<file path="config.mk">
export PLATFORM = sky130hd
export DESIGN_NAME = rf_cmd_sched
export DESIGN_NICKNAME = d
export VERILOG_FILES = /design/src/rtl/rf_cmd_pkg.sv /design/src/rtl/rf_edge_sync.sv /design/src/rtl/rf_cmd_sched.sv
export SDC_FILE = /design/constraint.sdc
export NUM_CORES = 1
export LEC_CHECK = 0
export ABC_AREA = 1
export CAP_MARGIN = 20
export CORE_UTILIZATION = 45
export DETAILED_ROUTE_END_ITERATION = 8
export GPL_TIMING_DRIVEN = 0
export PLACE_DENSITY = 0.74
export SETUP_SLACK_MARGIN = 0.4
export SYNTH_ARGS = -nofsm -noshare
export SYNTH_HDL_FRONTEND = slang
export SYNTH_HIERARCHICAL = 1
export SYNTH_SLANG_ARGS = --single-unit
</file>
<file path="constraint.sdc">
create_clock -name clk -period 27.2 [get_ports clk]
set_input_delay 2.72 -clock clk [delete_from_list [all_inputs] [get_ports clk]]
set_output_delay 2.72 -clock clk [all_outputs]
set_load 0.005 [all_outputs]
</file>
<file path="src/rtl/rf_cmd_pkg.sv">
// rtl/rf_cmd_pkg.sv - shared command codes, FSM states and default timing for the RF command scheduler
package rf_cmd_pkg;

  localparam logic [1:0] CMD_CFG = 2'd0;
  localparam logic [1:0] CMD_ASK = 2'd1;
  localparam logic [1:0] CMD_CPI = 2'd2;

  typedef enum logic [1:0] {
    IDLE     = 2'd0,
    ISSUE    = 2'd1,
    WAIT_ANS = 2'd2
  } state_t;

  localparam int TIMEOUT_CYC_DEF  = 200000;
  localparam int MAX_RETRY_DEF    = 3;
  localparam int BLACKOUT_CYC_DEF = 4000;

endpackage

</file>
<file path="src/rtl/rf_edge_sync.sv">
// rtl/rf_edge_sync.sv - 2-flop synchroniser followed by a one-cycle rising-edge pulse
module rf_edge_sync (
  input  logic clk,
  input  logic rst,
  input  logic level,
  output logic rise
);

  // sr[1:0] is the synchroniser, sr[2] the previous synchronised value
  logic [2:0] sr;

  always_ff @(posedge clk or posedge rst) begin
    if (rst) begin
      sr <= '0;
    end else begin
      sr <= {sr[1:0], level};
    end
  end

  assign rise = sr[1] & ~sr[2];

endmodule

</file>
<file path="src/rtl/rf_cmd_sched.sv">
// rtl/rf_cmd_sched.sv - RF command scheduler: arbitration, issue/answer tracking, retry and CPI blackout
module rf_cmd_sched
  import rf_cmd_pkg::*;
#(
  parameter int TIMEOUT_CYC  = TIMEOUT_CYC_DEF,
  parameter int MAX_RETRY    = MAX_RETRY_DEF,
  parameter int BLACKOUT_CYC = BLACKOUT_CYC_DEF
) (
  input  logic        clk,
  input  logic        rst,
  input  logic [31:0] i_init,
  input  logic [31:0] i_stop,
  input  logic        i_pre_cpi,
  input  logic        i_cpi,
  input  logic [31:0] i_rf_data,
  input  logic [31:0] i_up_gain,
  input  logic [31:0] i_down_gain,
  input  logic        i_rf_data_vld,
  input  logic        i_rf_ask_flag,
  output logic        o_cmd_vld,
  input  logic        i_cmd_rdy,
  output logic [1:0]  o_cmd_type,
  output logic [31:0] o_cmd_freq,
  output logic [31:0] o_cmd_up_gain,
  output logic [31:0] o_cmd_down_gain,
  input  logic        i_ans_vld,
  input  logic        i_ans_ok,
  output logic        o_busy,
  output logic [31:0] o_send_num,
  output logic [31:0] o_ans_num,
  output logic [15:0] o_fail_num,
  output logic        o_err
);

  logic pre_cpi_rise, cpi_rise, cfg_rise, ask_rise, init_rise;

  rf_edge_sync u_sync_pre_cpi (.clk(clk), .rst(rst), .level(i_pre_cpi),     .rise(pre_cpi_rise));
  rf_edge_sync u_sync_cpi     (.clk(clk), .rst(rst), .level(i_cpi),         .rise(cpi_rise));
  rf_edge_sync u_sync_cfg     (.clk(clk), .rst(rst), .level(i_rf_data_vld), .rise(cfg_rise));
  rf_edge_sync u_sync_ask     (.clk(clk), .rst(rst), .level(i_rf_ask_flag), .rise(ask_rise));
  rf_edge_sync u_sync_init    (.clk(clk), .rst(rst), .level(i_init[0]),     .rise(init_rise));

  logic [31:0] sh_freq, sh_up, sh_down;
  logic        pend_cpi, pend_cfg, pend_ask;
  state_t      state, state_nxt;
  logic [31:0] to_cnt, blk_cnt;
  logic [7:0]  retry_cnt;
  logic        grant_cpi, grant_cfg, grant_ask;
  logic        accept, ans_good, retry, drop;
  logic        can_grant;
  logic        unused_bits;

  assign unused_bits = ^{i_init[31:1], i_stop[31:1]};

  // a cpi edge seen this cycle already counts as blackout
  assign can_grant = !i_stop[0] && (blk_cnt == '0) && !cpi_rise;
  assign o_cmd_vld = (state == ISSUE);
  assign o_busy    = (state != IDLE);

  always_ff @(posedge clk or posedge rst) begin
    if (rst) begin
      state <= IDLE;
    end else begin
      state <= state_nxt;
    end
  end

  always_comb begin
    state_nxt = state;
    grant_cpi = 1'b0;
    grant_cfg = 1'b0;
    grant_ask = 1'b0;
    accept    = 1'b0;
    ans_good  = 1'b0;
    retry     = 1'b0;
    drop      = 1'b0;
    case (state)
      IDLE: begin
        if (can_grant) begin
          if (pend_cpi) begin
            grant_cpi = 1'b1;
            state_nxt = ISSUE;
          end else if (pend_cfg) begin
            grant_cfg = 1'b1;
            state_nxt = ISSUE;
          end else if (pend_ask) begin
            grant_ask = 1'b1;
            state_nxt = ISSUE;
          end
        end
      end
      ISSUE: begin
        if (i_cmd_rdy) begin
          accept    = 1'b1;
          state_nxt = WAIT_ANS;
        end
      end
      WAIT_ANS: begin
        if (i_ans_vld && i_ans_ok) begin
          ans_good  = 1'b1;
          state_nxt = IDLE;
        end else if (i_ans_vld || (to_cnt == '0)) begin
          if (retry_cnt < 8'(MAX_RETRY)) begin
            retry     = 1'b1;
            state_nxt = ISSUE;
          end else begin
            drop      = 1'b1;
            state_nxt = IDLE;
          end
        end
      end
      default: state_nxt = IDLE;
    endcase
    if (init_rise) begin
      state_nxt = IDLE;
    end
  end

  // shadow registers survive a soft clear
  always_ff @(posedge clk or posedge rst) begin
    if (rst) begin
      sh_freq <= '0;
      sh_up   <= '0;
      sh_down <= '0;
    end else if (cfg_rise) begin
      sh_freq <= i_rf_data;
      sh_up   <= i_up_gain;
      sh_down <= i_down_gain;
    end
  end

  // a new edge on the grant cycle stays pending rather than being lost
  always_ff @(posedge clk or posedge rst) begin
    if (rst) begin
      pend_cpi <= 1'b0;
      pend_cfg <= 1'b0;
      pend_ask <= 1'b0;
    end else if (init_rise) begin
      pend_cpi <= 1'b0;
      pend_cfg <= 1'b0;
      pend_ask <= 1'b0;
    end else begin
      if (grant_cpi) begin
        pend_cpi <= 1'b0;
        pend_cfg <= 1'b0;
      end
      if (grant_cfg) pend_cfg <= 1'b0;
      if (grant_ask) pend_ask <= 1'b0;
      if (pre_cpi_rise) pend_cpi <= 1'b1;
      if (cfg_rise)     pend_cfg <= 1'b1;
      if (ask_rise)     pend_ask <= 1'b1;
    end
  end

  always_ff @(posedge clk or posedge rst) begin
    if (rst) begin
      o_cmd_type      <= CMD_CFG;
      o_cmd_freq      <= '0;
      o_cmd_up_gain   <= '0;
      o_cmd_down_gain <= '0;
    end else if (grant_ask && !init_rise) begin
      o_cmd_type      <= CMD_ASK;
      o_cmd_freq      <= '0;
      o_cmd_up_gain   <= '0;
      o_cmd_down_gain <= '0;
    end else if ((grant_cpi || grant_cfg) && !init_rise) begin
      o_cmd_type      <= grant_cpi ? CMD_CPI : CMD_CFG;
      o_cmd_freq      <= sh_freq;
      o_cmd_up_gain   <= sh_up;
      o_cmd_down_gain <= sh_down;
    end
  end

  always_ff @(posedge clk or posedge rst) begin
    if (rst) begin
      o_send_num <= '0;
      o_ans_num  <= '0;
      o_fail_num <= '0;
      o_err      <= 1'b0;
      retry_cnt  <= '0;
      to_cnt     <= '0;
    end else if (init_rise) begin
      o_send_num <= '0;
      o_ans_num  <= '0;
      o_fail_num <= '0;
      o_err      <= 1'b0;
      retry_cnt  <= '0;
      to_cnt     <= '0;
    end else begin
      o_err <= drop;
      if (accept) o_send_num <= o_send_num + 32'd1;
      if (ans_good) o_ans_num <= o_ans_num + 32'd1;
      if (drop && (o_fail_num != 16'hFFFF)) o_fail_num <= o_fail_num + 16'd1;
      if (retry) begin
        retry_cnt <= retry_cnt + 8'd1;
      end else if (ans_good || drop) begin
        retry_cnt <= '0;
      end
      if (accept) begin
        to_cnt <= 32'(TIMEOUT_CYC);
      end else if ((state == WAIT_ANS) && (to_cnt != '0)) begin
        to_cnt <= to_cnt - 32'd1;
      end
    end
  end

  // blackout keeps running through a soft clear so no issue can slip inside the window
  always_ff @(posedge clk or posedge rst) begin
    if (rst) begin
      blk_cnt <= '0;
    end else if (cpi_rise) begin
      blk_cnt <= 32'(BLACKOUT_CYC);
    end else if (blk_cnt != '0) begin
      blk_cnt <= blk_cnt - 32'd1;
    end
  end

endmodule

</file>
Word level (Yosys, flattened, before mapping):

Index checks and enable logic that the tools add are counted.

* register bits: 367
* bits of input ports: 169

* $add $sub $neg: 6
* magnitude comparators: 1
* equal/unequal tests: 7
* muxes and demuxes: 67
* bitwise logic cells: 10
* reductions and logical operators: 30

Operators by type and width (number)
* 32-bit 2-to-1 mux: 15
* 32-bit by 1-bit adder with 32-bit output, second input constant: 2
* 32-bit logical NOT: 2
* 32-bit nonzero test: 2
* 32-bit by 1-bit subtractor with 32-bit output, second input constant: 2
* 1-bit 2-to-1 mux: 35
* 16-bit 2-to-1 mux: 2
* 8-bit 2-to-1 mux: 3
* 2-bit 2-to-1 mux: 11
* 16-bit by 1-bit adder with 16-bit output, second input constant: 1
* 16-bit != test, second input constant: 1
* 2-bit nonzero test: 6
* 3-bit nonzero test: 4
* 8-bit by 1-bit adder with 8-bit output, second input constant: 1
* 8-bit by 2-bit less-than comparator with 1-bit output, second input constant: 1
* 1-bit logical AND: 7
* 2-bit case mux with 3 select lines: 1
* 1-bit AND: 5
* 5-bit != test, second input constant: 1
* 1-bit inverter: 5
* 4-bit != test, second input constant: 1
* 4-bit AND reduction: 1
* 4-bit nonzero test: 1
* 1-bit logical NOT: 3
* 6 further kinds: 8

Logic depth before layout (Yosys ltp):

Gate-level depths: netlist (run 1).

* depth after elaboration: 10
* gate-level depth with buffers: 13
* depth with buffers taken out: 13

Cells and area by module:

Netlist (run 1), hierarchy kept.

By module, submodules not included
* rf_cmd_sched: instances 1, cells an instance 2263, area each 17335.4 um^2, seq. area each 8808.4 um^2
* rf_edge_sync: instances 5, cells an instance 6, area each 88.8 um^2, seq. area each 75.1 um^2

Least setup slack after synthesis (run 1):

OpenSTA, ideal clock, no wires.

* kind: input port to flip-flop
* from: input port i_ans_ok
* to: register o_ans_num[25]
* data arrival time: 3.749 ns
* data required time: 27.077 ns
* slack: 23.328 ns
* stages on the path: 8
* buffers on the path: 1
* cells stage by stage: nand2_1 > nor2_1 > buf_2 > nand2_1 > nor2_1 > nand3_1 > o21ai_0 > a21oi_1

* word-level cells in the longest chain between the ends: 4

Ends and longest elaborated chain
* start, declared: line rf_cmd_sched.sv:27 `input logic i_ans_ok,`
* 1-bit logical AND: line rf_cmd_sched.sv:99 `if (i_ans_vld && i_ans_ok) begin`
* 1-bit 2-to-1 mux: line rf_cmd_sched.sv:99
* 1-bit 2-to-1 mux: line rf_cmd_sched.sv:77 `case (state)`
* 2-bit nonzero test (no line)
* end signal, assigned: line rf_cmd_sched.sv:192 `if (ans_good) o_ans_num <= o_ans_num + 32'd1;`
* end, declared: line rf_cmd_sched.sv:30 `output logic [31:0] o_ans_num,`

Every way passes these cells.
A chain may end at the register's enable or synchronous reset.

Final worst setup path (run 1):

* from: input port i_ans_vld
* to: register o_ans_num[25]

* word-level cells in the longest chain between the ends: 4

Ends and longest elaborated chain
* start, declared: line rf_cmd_sched.sv:26 `input logic i_ans_vld,`
* 1-bit logical AND: line rf_cmd_sched.sv:99
* 1-bit 2-to-1 mux: line rf_cmd_sched.sv:99
* 1-bit 2-to-1 mux: line rf_cmd_sched.sv:77
* 2-bit nonzero test (no line)

Every way passes these cells.

==> impl_metrics.yaml, run 1 <==
detailed_routing:
  num_vias: 16584
  wire_per_inst_microns: 16.8
  routed_via_density: 5.22
  drt_iter0_markers: 1187
  remaining_drc_errors: 0
  dr.pass1.iters: 7
  drtAntennaViolNets: 0
  routed_wl_mm: 53.4
grt:
  grt_overflow: 0
  first_pass_grt_wire_length_mm: 86.1
  globalRouteTotalUtil: 0.268
  antenna_found_initial: 4
  grt_start_max_net_pins: 131
  grt_pass1_vias: 16205
synthesis:
  syn_area_per_cell_sq_um: 7.75
  postSynthNetCount: 2469
  postSynth.topFlopCell: "dfrtp_1"
  post_synth_inst_count: 2293
  synth_seq_cells: 367
  mappedNetlistArea_sq_mm: 0.0178
  postSynth.asyncResetShare: 1.00
  synth.lib_cells_used.distinct: 41
  yosysSeqAreaShare: 0.517
  yosys_warnings: 6
  synth-edff-count: 0
clocking:
  path_clk_slew_ns: 0.06
  cts_sinks: 367
  cts_post_setup_buffers_inserted: 0
  worstSkewPairLatency_ns: 0.57
  cts_resized: 0
  cts_made_buffers: 41
  cts_root_buffer: "clkbuf_16"
  ctsHtreeMaxLevel: 2
  clock_path_buffers: 3
  cts_hold_buf: 0
  clock_tree_from_tritoncts: "built"
floorplanning:
  coreArea_sq_mm: 0.0388
  top_level_ports: 350
  die_height_microns: 201
  design.die.area_sq_mm: 0.0403
  floorplan.initialDensity: 0.458
  core.rowCount: 72
  die_width_microns: 201
worst_setup_path:
  worst_path_largest_cell_delay_ns: 0.59
  cp_slowest_cell: "clkdlybuf4s50_1"
  setup.worst_path.end_class: "register"
  crit_path_max_fanout: 10
  path_class: "in2reg"
  cp_data_required_time_ns: 27.65
  setup.worst_path.start: "i_ans_vld"
  regToRegSetupSlack_ns: 24.65
  reg2reg_from: "u_sync_init/sr[1]"
  timing.rr.end: "o_send_num[25]"
  timing.critical_path.cells: "clkdlybuf4s50_1 -> nand2_1 -> nor2_1 -> buf_2 -> nand2_1 -> nor2_1 -> nand3_1 -> o21ai_0 -> a21oi_1"
  worst_path_dominant_cell_family: "simple AND/OR/NAND/NOR gates"
  cp.buffers_inverters: 2
  worst-endpoint-arrival_ns: 4.99
  worst-r2r-cell-count: 7
  start_kind: "input port"
timing:
  final.setup_skew_ns: 0.0232
  drv_slew: 0
  setup_viol: 0
  worst_pin_slew_ns: 0.890
  finalHoldViolations: 0
  final.min_clock_period_ns: 4.54
  rsz_0062_raised_after_global_routing: "no"
  final.setup.tns_ns: 0
  max_freq_mhz: 220
  min_period_over_period: 0.167
  hold-worst-slack_ns: 0.348
  worst_slew_margin_rel: 0.407
  layout_setup_ws_ns: 22.66
place:
  place_hpwl_mm: 39.3
  gp_routability_congestion: 0.941
  dp_slack_ns: 22.12
  port_buffers: 287
layout:
  sequential_cell_area_sq_mm: 0.00918
  drive_above_1_share: 0.0486
  syn_to_final_growth_pct: 28.0
  post_layout_util: 0.586
  nFillCells: 3495
  nNetsFinal: 2802
  multi_input_area_sq_mm: 0.00731
worst_hold_path:
  min_from: "u_sync_init/sr[0]"
  hold_end: "u_sync_init/sr[1]"
  timing.hold.worst.class: "reg2reg"
  min_path_cells: 0
flow_run:
  drv.max_cap_violation_count: 0
power:
  peakVddDrop_uv: 42.5
  static-leakage-power_nw: 10.9
  power_density_mw_per_mm2: 67.9
outcome:
  status: "completed"
cells in the mapped netlist, types with 4 or more instances:
library cell	n	share of area
a211oi_1	5	0.0021
nor3_1	66	0.019
nand3_1	151	0.043
buf_2	17	0.0048
a21oi_1	55	0.015
o21ai_0	105	0.030
o21ai_1	9	0.0025
nor2_4	4	0.0025
buf_6	11	0.0070
nor3b_1	4	0.0017
xor2_1	44	0.022
nand2_2	6	0.0021
nand2_1	665	0.14
nor2_1	353	0.075
nand4_1	95	0.033
ha_1	7	0.0049
inv_2	5	0.0011
clkbuf_1	56	0.012
inv_1	218	0.046
buf_1	6	0.0013
nor2_2	10	0.0035
dfrtp_1	367	0.52
final cells by class:
class / instances / area share
Sequential cell: 367 / 0.404
Multi-Input combinational cell: 1611 / 0.321
Timing Repair Buffer: 290 / 0.130
Clock buffer: 59 / 0.0521
Inverter: 224 / 0.0373
Tap cell: 518 / 0.0285
Buffer: 91 / 0.0197
Clock inverter: 13 / 0.00775
Antenna cell: 2 / 0.000220
per-layer routing:
layer  track usage  up-vias  part of all wire
li1              -     7976                 -
met1         0.358     7946              0.43
met2         0.424      547              0.46
met3        0.0672      111             0.075
met4        0.0930        4             0.033
met5             0        -           0.00062
stage by stage:
step	instances	area [sq um]	total power, W
floorplan	2293	17800	0.000855
global placement	3098	21300	0.000976
detailed placement	3101	21400	0.000986
CTS	3173	22800	0.00155
global route	3175	22800	0.00162
finish	3175	22800	0.00155
worst max path at each step:
stage,cells after the start,to,slack [ns]
after global placement,2,sh_up[23],10.20
after floorplan,1,blk_cnt[0],14.72
after CTS,9,o_ans_num[25],22.71
after detailed placement,9,o_ans_num[25],22.12
final,9,o_ans_num[25],22.66
after global routing,9,o_ans_num[25],22.51
kinds of logic after synthesis:
family | Yosys count | synth area share
xor gates and xnor gates | 47 | 0.0232
DFF | 367 | 0.517
buffers and inverters | 315 | 0.0726
AOI/OAI and AO/OA | 187 | 0.0552
and+or+nand+nor | 1370 | 0.328
adders and majority gates | 7 | 0.00493
registers in the layout, indices dropped and copies added (netlist names):
signal	count
pend_ask	1
u_sync_cpi/sr	3
o_cmd_type	2
retry_cnt	8
state	2
pend_cfg	1
o_ans_num	32
u_sync_ask/sr	3
sh_up	32
o_err	1
u_sync_init/sr	3
o_cmd_down_gain	32
o_fail_num	16
sh_freq	32
u_sync_pre_cpi/sr	3
u_sync_cfg/sr	3
o_send_num	32
to_cnt	32
o_cmd_freq	32
blk_cnt	32
o_cmd_up_gain	32
pend_cpi	1
sh_down	32
cell usage in the layout, fill, tap and decap left out, types with 42 or more instances in the layout:
master           instances
nor2_1                 353
clkbuf_16               42
o21ai_0                105
clkdlybuf4s50_1        287
nand2_1                665
clkbuf_1                66
dfrtp_1                367
nor3_1                  66
nand3_1                151
a21oi_1                 55
nand4_1                 95
inv_1                  217
xor2_1                  44
where the power goes:
part | internal (W) | switching, W | total (W)
sequential | 0.000601 | 0.0000432 | 0.000645
clock | 0.000333 | 0.000231 | 0.000564
combinational | 0.000124 | 0.000213 | 0.000337
total | 0.00106 | 0.000487 | 0.00155
No activity file was read; power rests on OpenSTA's default activity.
==> inputs of run 2 (changes only) <==
--- a/config.mk
+++ b/config.mk
@@ -10,7 +10,7 @@
 export CORE_UTILIZATION = 45
 export DETAILED_ROUTE_END_ITERATION = 8
 export GPL_TIMING_DRIVEN = 0
-export PLACE_DENSITY = 0.74
+export PLACE_DENSITY = 0.77
 export SETUP_SLACK_MARGIN = 0.4
 export SYNTH_ARGS = -nofsm -noshare
 export SYNTH_HDL_FRONTEND = slang
==> constraint.sdc (replaced) <==
create_clock -name clk -period 3.8 [get_ports clk]
set_input_delay 0.38 -clock clk [delete_from_list [all_inputs] [get_ports clk]]
set_output_delay 0.38 -clock clk [all_outputs]
set_load 0.005 [all_outputs]
==> run 2 against run 1 <==
Sequential power increased to 7.2 times the previous value. Sequential share of layout area decreased by 0.23 points. Critical path depth decreased by 2. Largest cell class unchanged. Cell count increased by 0.19%.
==> impl_metrics.yaml, run 2 (synthesized netlist as in run 1, its figures left out) <==
outcome:
  status: "completed"
timing:
  finalHoldViolations: 0
  min_period_over_period: 0.645
  max_freq_mhz: 408
  worst_slew_margin_rel: 0.402
  rsz_0062_raised_after_global_routing: "no"
  final.setup.tns_ns: 0
  drv_slew: 0
  final.min_clock_period_ns: 2.45
  final.setup_skew_ns: 0.0156
  setup_viol: 0
  worst_pin_slew_ns: 0.897
layout:
  drive_above_1_share: 0.0515
  final_instance_count_without_filler_cells: 3181
  design_area_sq_mm: 0.0229
  nNetsFinal: 2809
  post_layout_util: 0.589
  layout.cells.most_common_list: "nand2_1, dfrtp_1, nor2_1"
  syn_to_final_growth_pct: 28.7
  mostFrequentLayoutCell: "nand2_1"
power:
  peakVddDrop_uv: 359
  power_density_mw_per_mm2: 486
  static-leakage-power_nw: 10.9
clocking:
  cts_resized: 0
  ctsHtreeMaxLevel: 2
  clock_tree_from_tritoncts: "built"
  cts_root_buffer: "clkbuf_16"
  clock_path_buffers: 3
  cts_post_setup_buffers_inserted: 0
  worstSkewPairLatency_ns: 0.57
  cts_sinks: 367
  cts_made_buffers: 42
  path_clk_slew_ns: 0.06
  cts_hold_buf: 0
place:
  port_buffers: 287
  dp.cells: 3107
  place_hpwl_mm: 40.2
  gp_routability_congestion: 0.935
  placement.cell_area_sq_mm: 0.0215
worst_setup_path:
  cp_slowest_cell: "clkbuf_1"
  setup.worst_path.start: "u_sync_init/sr[1]"
  most_common_cell_type_on_the_critical_path: "clkbuf_1"
  worst-endpoint-arrival_ns: 2.94
  cp.buffers_inverters: 4
  cp_data_required_time_ns: 4.29
  worst_path_dominant_cell_family: "buffers and inverters"
  setup.worst_path.end: "o_send_num[25]"
  crit_path_max_fanout: 10
  reg2reg_from: "u_sync_init/sr[1]"
  worst-r2r-cell-count: 7
  setup.worst_path.end_class: "register"
  path_class: "reg2reg"
  timing.critical_path.cells: "inv_1 -> nor2_2 -> clkinv_1 -> clkbuf_1 -> clkbuf_1 -> o21ai_0 -> a21oi_1"
  regToRegSetupSlack_ns: 1.35
  start_kind: "register"
  timing.rr.end: "o_send_num[25]"
  critical_path_depth: 7
  worst_path_largest_cell_delay_ns: 0.68
grt:
  antenna_found_initial: 4
  grt_pass1_vias: 16467
  grt_start_max_net_pins: 44
  globalRouteTotalUtil: 0.270
  grt_overflow: 0
  first_pass_grt_wire_length_mm: 86.9
detailed_routing:
  wire_per_inst_microns: 17.0
  num_vias: 16847
  routed_wl_mm: 54.2
  routed_via_density: 5.30
  dr.pass1.iters: 5
  drtAntennaViolNets: 0
  drt_iter0_markers: 1170
  remaining_drc_errors: 0
floorplanning:
  coreArea_sq_mm: 0.0388
  die_width_microns: 201
  floorplan.initialDensity: 0.458
  top_level_ports: 350
  die_height_microns: 201
  core.rowCount: 72
  design.die.area_sq_mm: 0.0403
worst_hold_path:
  timing.hold.worst.class: "in2reg"
  min_from: "i_pre_cpi"
flow_run:
  drv.max_cap_violation_count: 0
==> run 2: worst register-to-register path, stage by stage, from the launching register on <==
cell and delay (ns):
dfrtp_1 0.37, inv_1 0.06, nor2_2 0.04, clkinv_1 0.23
clkbuf_1 0.69, clkbuf_1 0.60, o21ai_0 0.23, a21oi_1 0.16
==> run 2: routing by layer <==
metal / track usage / part of all wire
met1: 0.352 / 0.42
met2: 0.427 / 0.46
met3: 0.0662 / 0.078
met4: 0.121 / 0.041
met5: 0 / 0.00096
==> run 2: metrics by stage <==
| stage | hold slack, ns | power (W) | worst slack [ns] |
|---|---|---|---|
| floorplan | 0.134 | 0.00612 | -1.29 |
| global placement | 0.332 | 0.00697 | -3.99 |
| detailed placement | 0.336 | 0.00705 | 1.05 |
| CTS | 0.224 | 0.0112 | 1.35 |
| global route | 0.238 | 0.0117 | 1.19 |
| finish | 0.247 | 0.0111 | 1.35 |
==> run 2: worst min path at each step <==
| stage | end | cells after the start |
|---|---|---|
| after floorplan | u_sync_ask/sr[0] | 1 |
| after global placement | u_sync_init/sr[1] | 0 |
| after detailed placement | u_sync_cpi/sr[1] | 0 |
| after CTS | u_sync_pre_cpi/sr[0] | 1 |
| after global routing | u_sync_cfg/sr[0] | 1 |
| final | u_sync_pre_cpi/sr[0] | 1 |
==> run 2: area by class of cell <==
type                            count  area, sq um
Timing Repair Buffer              296         3060
Antenna cell                        1         2.50
Buffer                             91          449
Clock buffer                       61         1220
Clock inverter                     12          170
Fill cell                        3452        15900
Inverter                          224          845
Sequential cell                   367         9180
Tap cell                          518          648
Multi-Input combinational cell   1611         7310
==> run 2: power breakdown <==
part           total (W)  internal, W  switching [W]
Sequential       0.00462      0.00430       0.000315
Clock            0.00409      0.00244        0.00165
Combinational    0.00242     0.000900        0.00152
Total             0.0111      0.00765        0.00348
